### src/rtl/aes_pkg.sv
// aes_pkg: shared constants for the SPI host side of the AES encryption core.
package aes_pkg;

    localparam int BLK_W      = 128;
    localparam int SETTLE_DEF = 600;
    localparam int CNT_W      = 10;

    function automatic int key_width(input int nk);
        return 32 * nk;
    endfunction

    localparam int KEY_W_128 = key_width(4);
    localparam int KEY_W_192 = key_width(6);
    localparam int KEY_W_256 = key_width(8);

    localparam logic [2:0] S_IDLE    = 3'd0;
    localparam logic [2:0] S_TX_DATA = 3'd1;
    localparam logic [2:0] S_TX_KEY  = 3'd2;
    localparam logic [2:0] S_WAIT    = 3'd3;
    localparam logic [2:0] S_RX      = 3'd4;

endpackage

### src/rtl/spi_shift_reg.sv
// spi_shift_reg: right-shifting register with parallel load and serial-in at the MSB.
// Only the low PO_W bits are exposed; full_o rises once W shifts have been taken since load.
module spi_shift_reg
    import aes_pkg::*;
#(
    parameter int W    = BLK_W,
    parameter int PO_W = W
) (
    input  logic            clk_i,
    input  logic            rst_ni,
    input  logic            load_i,
    input  logic [W-1:0]    load_val_i,
    input  logic            shift_i,
    input  logic            ser_i,
    output logic [PO_W-1:0] q_o,
    output logic            full_o
);

    localparam int CW = $clog2(W + 1);

    logic [W-1:0]  q_q, q_d;
    logic [CW-1:0] cnt_q, cnt_d;
    logic          shift;

    // Shifts stop once full so the counter never wraps past W.
    assign full_o = cnt_q == CW'(W);
    assign shift  = shift_i && !full_o;
    assign q_o    = q_q[PO_W-1:0];

    always_comb begin
        q_d   = load_i ? load_val_i : shift ? {ser_i, q_q[W-1:1]} : q_q;
        cnt_d = load_i ? '0 : shift ? cnt_q + 1'b1 : cnt_q;
    end

    always_ff @(posedge clk_i or negedge rst_ni) begin
        if (!rst_ni) begin
            q_q   <= '0;
            cnt_q <= '0;
        end else begin
            q_q   <= q_d;
            cnt_q <= cnt_d;
        end
    end

endmodule

### src/rtl/aes_spi_host.sv
// aes_spi_host: shifts plaintext then key to the AES core over CS/MOSI, holds CS low
// through the settle window, then collects the 128-bit ciphertext from MISO.
module aes_spi_host
    import aes_pkg::*;
#(
    parameter int KEY_W  = KEY_W_128,
    parameter int SETTLE = SETTLE_DEF
) (
    input  logic             clk_i,
    input  logic             rst_ni,
    input  logic             start_i,
    input  logic [BLK_W-1:0] data_i,
    input  logic [KEY_W-1:0] key_i,
    output logic             busy_o,
    output logic             done_o,
    output logic [BLK_W-1:0] data_o,
    output logic             cs_o,
    output logic             mosi_o,
    input  logic             miso_i
);

    localparam logic [CNT_W-1:0] BLK_C    = CNT_W'(BLK_W);
    localparam logic [CNT_W-1:0] SETTLE_C = CNT_W'(SETTLE);

    logic [2:0]       state_q, state_d;
    logic [CNT_W-1:0] cnt_q, cnt_d;
    logic             cs_q, cs_d;
    logic             busy_q, busy_d;
    logic             done_q, done_d;
    logic [BLK_W-1:0] dout_q, dout_d;
    logic             load, tx_shift, rx_shift, tx_full, rx_full;
    logic [BLK_W-2:0] rx_q;

    // MOSI is the LSB of the TX register, so it is registered and zero once drained.
    spi_shift_reg #(.W(BLK_W + KEY_W), .PO_W(1)) u_tx (
        .clk_i      (clk_i),
        .rst_ni     (rst_ni),
        .load_i     (load),
        .load_val_i ({key_i, data_i}),
        .shift_i    (tx_shift),
        .ser_i      (1'b0),
        .q_o        (mosi_o),
        .full_o     (tx_full)
    );

    // Holds the first 127 ciphertext bits; the last one joins straight from MISO.
    spi_shift_reg #(.W(BLK_W - 1)) u_rx (
        .clk_i      (clk_i),
        .rst_ni     (rst_ni),
        .load_i     (load),
        .load_val_i ('0),
        .shift_i    (rx_shift),
        .ser_i      (miso_i),
        .q_o        (rx_q),
        .full_o     (rx_full)
    );

    always_comb begin
        state_d  = state_q;
        cnt_d    = (state_q == S_IDLE) ? '0 : cnt_q + 1'b1;
        cs_d     = cs_q;
        busy_d   = busy_q;
        done_d   = 1'b0;
        dout_d   = dout_q;
        load     = 1'b0;
        tx_shift = 1'b0;
        rx_shift = 1'b0;
        case (state_q)
            S_IDLE: if (start_i) begin
                state_d = S_TX_DATA;
                cnt_d   = CNT_W'(1);
                cs_d    = 1'b0;
                busy_d  = 1'b1;
                load    = 1'b1;
            end
            S_TX_DATA: begin
                tx_shift = 1'b1;
                state_d  = (cnt_q == BLK_C) ? S_TX_KEY : S_TX_DATA;
            end
            S_TX_KEY: begin
                tx_shift = 1'b1;
                state_d  = (cnt_q == SETTLE_C) ? S_RX : tx_full ? S_WAIT : S_TX_KEY;
            end
            S_WAIT: state_d = (cnt_q == SETTLE_C) ? S_RX : S_WAIT;
            S_RX: if (rx_full) begin
                state_d = S_IDLE;
                cnt_d   = '0;
                cs_d    = 1'b1;
                busy_d  = 1'b0;
                done_d  = 1'b1;
                dout_d  = {miso_i, rx_q};
            end else begin
                rx_shift = 1'b1;
            end
            default: state_d = S_IDLE;
        endcase
    end

    always_ff @(posedge clk_i or negedge rst_ni) begin
        if (!rst_ni) begin
            state_q <= S_IDLE;
            cnt_q   <= '0;
            cs_q    <= 1'b1;
            busy_q  <= 1'b0;
            done_q  <= 1'b0;
            dout_q  <= '0;
        end else begin
            state_q <= state_d;
            cnt_q   <= cnt_d;
            cs_q    <= cs_d;
            busy_q  <= busy_d;
            done_q  <= done_d;
            dout_q  <= dout_d;
        end
    end

    assign cs_o   = cs_q;
    assign busy_o = busy_q;
    assign done_o = done_q;
    assign data_o = dout_q;

endmodule

### config.mk
export PLATFORM = sky130hd
export DESIGN_NAME = aes_spi_host
export DESIGN_NICKNAME = d
export VERILOG_FILES = /design/src/rtl/aes_pkg.sv /design/src/rtl/spi_shift_reg.sv /design/src/rtl/aes_spi_host.sv
export SDC_FILE = /design/constraint.sdc
export NUM_CORES = 1
export LEC_CHECK = 0
export ABC_CLOCK_PERIOD_IN_PS = 2440
export BUFFER_PORTS_ARGS = -buffer_cell sky130_fd_sc_hd__buf_2
export CAP_MARGIN = 30
export CORE_ASPECT_RATIO = 0.8
export CORE_MARGIN = 4
export CORE_UTILIZATION = 35
export CTS_BUF_LIST = sky130_fd_sc_hd__clkbuf_4
export CTS_CLUSTER_SIZE = 25
export DETAILED_ROUTE_END_ITERATION = 7
export GPL_TIMING_DRIVEN = 1
export REMOVE_ABC_BUFFERS = 1
export SLEW_MARGIN = 20
export SYNTH_ARGS = -nofsm -noshare
export SYNTH_HDL_FRONTEND = slang
export SYNTH_SLANG_ARGS = --single-unit
### constraint.sdc
create_clock -name clk_i -period 2.44 [get_ports clk_i]
set_input_delay 0.122 -clock clk_i [delete_from_list [all_inputs] [get_ports clk_i]]
set_output_delay 0.122 -clock clk_i [all_outputs]
set_load 0.02 [all_outputs]
==> results.txt <==
The flow ran to the end, and the final reports show no timing, DRC or antenna violations. In this design, the largest share of critical-path delay is due to compound AO/OA/AOI/OAI gates. For this configuration, the core starts out at a cell density of 0.357.

The total of max-cap violations is 0. The floorplan step defined a core boundary enclosing 63200 um2. The number of hold buffers added after CTS is 518. For this design the ratio of total power to cell area is 556 nW/um2. After synthesis, the mean cell area works out to 12.1 um2. The floorplan has 82 rows.

During I/O placement, the number of pins put on the boundary was 392. The buffer and inverter count on the worst path is 3. In this run the tightest slew margin relative to its limit is 0.484. The critical path data required time came out at 3.23 ns. The number of cells on the worst reg-to-reg path came out at 8. The endpoint identified for the worst register-to-register timing path is u_tx.q_q[227]. The detailed-route via count is 19900. Entering global routing, the biggest net connects 108 pins. The cell area after placement came out at 25500 um2. The footprint of the flip-flops and latches came out at 13600 um2.

The max-slew violation count is 0. The leakage component of the power came out at 17.0 nW. The setup slack of the worst register-to-register path is 0.12 ns. After detailed routing, the number of remaining DRC violations is 0.

The net total in the final layout came out at 3079. The remaining number of nets flagged by the antenna check after routing came out at 0. The maximum achievable frequency is 0.432 GHz. Walking the worst path, the cells encountered are inv_1 > ha_1 > nor4bb_2 > buf_4 > a211o_4 > buf_12 > and3_1 > a221o_1. The total congestion overflow came out at 0.

CTS placed an instance of clkbuf_4 at the clock tree root. The number of flip-flops and latches in the synthesized netlist came out at 543. The final period demand of the worst path came out at 2.32 ns. The highest fanout seen on the critical path is 87. Yosys printed 0 warnings. The fraction of final layout cells with drive strength greater than 1 came out at 0.283. The hold path endpoint is state_q[1]. The class of the most critical setup path is flop to flop. The detailed-route wire length per cell is 18.9 um. The slew at the pin closest to its max-slew limit came out at 0.773 ns. The largest buffer count on any clock path came out at 3. The cell area that synthesis handed to floorplanning was 22500 um2.

The number of buffers added on ports came out at 391. The highest-delay cell along the critical path is a211o_4. The worst setup path is captured at a flop. Setup repair after global routing left no endpoint under its margin. Counting instances, the worst hold path has a depth of 4.

TritonCTS built the clock tree. The clock-pin slew on the worst setup and hold paths is 0.07 ns. The die is 235 um tall. The floorplan step defined a die boundary enclosing 68500 um2. The floorplan step set the die width to 292 um. The total length of routed wires came out at 71.2 mm.

The detailed-route vias per instance came out at 5.30. The pre-antenna-repair detailed-routing pass consisted of 5 iterations. The post-CTS resize count is 0. The H-tree depth is 4.

The clock sink count is 543. The final design instance area without fill is 32500 um2. The overall routing resource usage came out at 0.206.

Final hold analysis gives a worst-case slack of 0.223 ns. In the final timing run, aggregate negative setup slack is 0 ns. The number of fill cells is 5387. The slack of the critical path came out at 0.125 ns.

The number of instances in the synthesized netlist came out at 1865. The routability congestion estimate from global placement came out at 0.824. The portion of the post-synthesis area used by sequential elements is 0.603. The final-report setup violation count is 0. The worst min-delay path category is input pin to flop. The area growth from synthesis to layout is 44.3%. The first global-routing pass estimated 115 mm of wire.

The final count of hold timing violations is 0. The total half-perimeter wirelength after legalization and detailed placement came out at 40.2 mm. The minimum setup slack after placement is 0.174 ns. The iteration-0 DRC count of the detailed router came out at 1506. Summing all multi-input logic gate instances after layout gives 8020 um2. The overall power after layout came out at 0.0181 W. The share of the clock period used by the worst path after layout is 0.949.

The number of antenna violations at the first check in global routing is 13. The number of buffers added for setup after CTS came out at 0. The sort of element at the start of the critical path is a flop. The number of buffers created by CTS is 142. The distinct cell type count after synthesis came out at 43.

The signal arrival time at the worst endpoint is 3.11 ns. The post-route clock skew is 0.0638 ns. The origin of the worst min-delay path is start_i. The number of global-route vias before repair came out at 21100. The startpoint identified for the worst register-to-register timing path is u_tx.cnt_q[0]. The delay of the slowest cell on the worst path is 0.43 ns.

The later pin in the worst-skew pair is clocked with a latency of 0.95 ns. The maximum resistive drop on vdd is 304 uV.
-- cells in the final DEF (no fill, tap or decap), types with 5 or more instances in the layout --
master,instances
a221o_1,254
a21oi_1,133
buf_2,390
diode_2,16
buf_4,42
inv_1,6
and3_1,259
mux2_2,128
clkinv_2,9
nor2_1,21
xnor2_1,6
clkinv_1,17
nand3_1,9
xor2_1,8
clkbuf_4,200
o21ai_0,5
nand4_1,7
dfrtp_1,542
ha_1,5
buf_12,28
nand2_1,271
dlygate4sd3_1,517
-- flip-flops by register name, summed over array words and instances, names as in the netlist --
signal	cells
busy_o	1
cnt_q	10
cs_o	1
data_o	128
done_o	1
state_q	3
u_rx.cnt_q	7
u_rx.q_o	127
u_tx.cnt_q	9
u_tx.q_q	256
-- per-stage QoR --
stage,util,cells
6_report,0.515,3763
5_1_grt,0.514,3759
4_1_cts,0.514,3747
3_5_place_dp,0.404,2992
3_3_place_gp,0.404,2992
2_1_floorplan,-,1691
-- area by class of cell --
cell class	count	area share
clock buffers	200	0.0462
multi-input cells	1142	0.247
repair buffers	979	0.247
diodes	16	0.00123
inverters	6	0.000692
clock inverters	37	0.00766
well taps	840	0.0323
flip-flops and latches	543	0.418
-- cells in the mapped netlist, drive strengths merged --
cell type	number	area (um2)
a211o	1	8.76
a211oi	1	12.5
a21boi	1	7.51
a21o	1	7.51
a21oi	133	666
a221o	254	2540
a31o	1	8.76
a31oi	3	18.8
and2	1	6.26
and3	260	1630
and4	1	8.76
and4b	1	10.0
buf	86	628
clkbuf	88	332
dfrtp	542	13600
dfstp	1	26.3
ha	5	62.6
inv	6	22.5
mux2	128	1440
mux2i	4	40.0
nand2	271	1020
nand3	10	50.1
nand4	7	43.8
nand4b	2	17.5
nor2	21	78.8
nor2b	2	12.5
nor3b	1	7.51
nor4	1	12.5
nor4b	3	26.3
nor4bb	2	26.3
o2111ai	1	8.76
o211ai	1	7.51
o21a	2	15.0
o21ai	6	30.0
o22ai	1	6.26
o31ai	1	7.51
or2	1	6.26
xnor2	6	52.6
xor2	8	70.1
-- routing by layer --
layer,global-route usage,vias up,part of all wire
met4,0.0816,4,0.031
met2,0.320,881,0.46
li1,-,8892,-
met5,0,-,0.00029
met3,0.0556,194,0.074
met1,0.274,9964,0.43
-- logic make-up (layout without fill, tap and decap cells) --
kind of cell / after synthesis / in the layout / synth area share
compound gates: 407 / 407 / 0.149
xor+xnor: 14 / 14 / 0.00544
mux: 132 / 132 / 0.0657
fa+ha+maj: 5 / 5 / 0.00278
flops: 543 / 543 / 0.603
buf+inv: 180 / 1222 / 0.0436
simple gates: 584 / 584 / 0.131
other cells: 0 / 16 / 0
-- worst reg2reg max path: stages (launching register included) --
cell and delay, ns:
dfrtp_1 0.35, inv_1 0.05, ha_1 0.18, nor4bb_2 0.16, buf_4 0.16, a211o_4 0.43, buf_12 0.22, and3_1 0.35
a221o_1 0.31
-- report_power, final --
part / leakage, nW / total, W / switching, W / internal, W
Clock: 1.04 / 0.00793 / 0.00384 / 0.00409
Sequential: 6.82 / 0.00900 / 0 / 0.00900
Combinational: 9.11 / 0.00116 / 0.000425 / 0.000736
Total: 17.0 / 0.0181 / 0.00426 / 0.0138
-- how the worst max path moves through the flow --
stage | start | to | slack [ns] | depth (start not counted)
after detailed placement | u_tx.cnt_q[0] | u_tx.q_q[130] | 0.17 | 8
final | u_tx.cnt_q[0] | u_tx.q_q[227] | 0.12 | 8
after global placement | u_tx.cnt_q[0] | u_tx.q_q[136] | 0.21 | 8
after floorplan | u_tx.cnt_q[0] | u_tx.cnt_q[4] | -7.00 | 6
after global routing | u_tx.cnt_q[0] | u_tx.q_q[115] | 0.05 | 8
after CTS | u_tx.cnt_q[0] | u_tx.q_q[138] | 0.16 | 8
No activity file was read; power rests on OpenSTA's default activity.
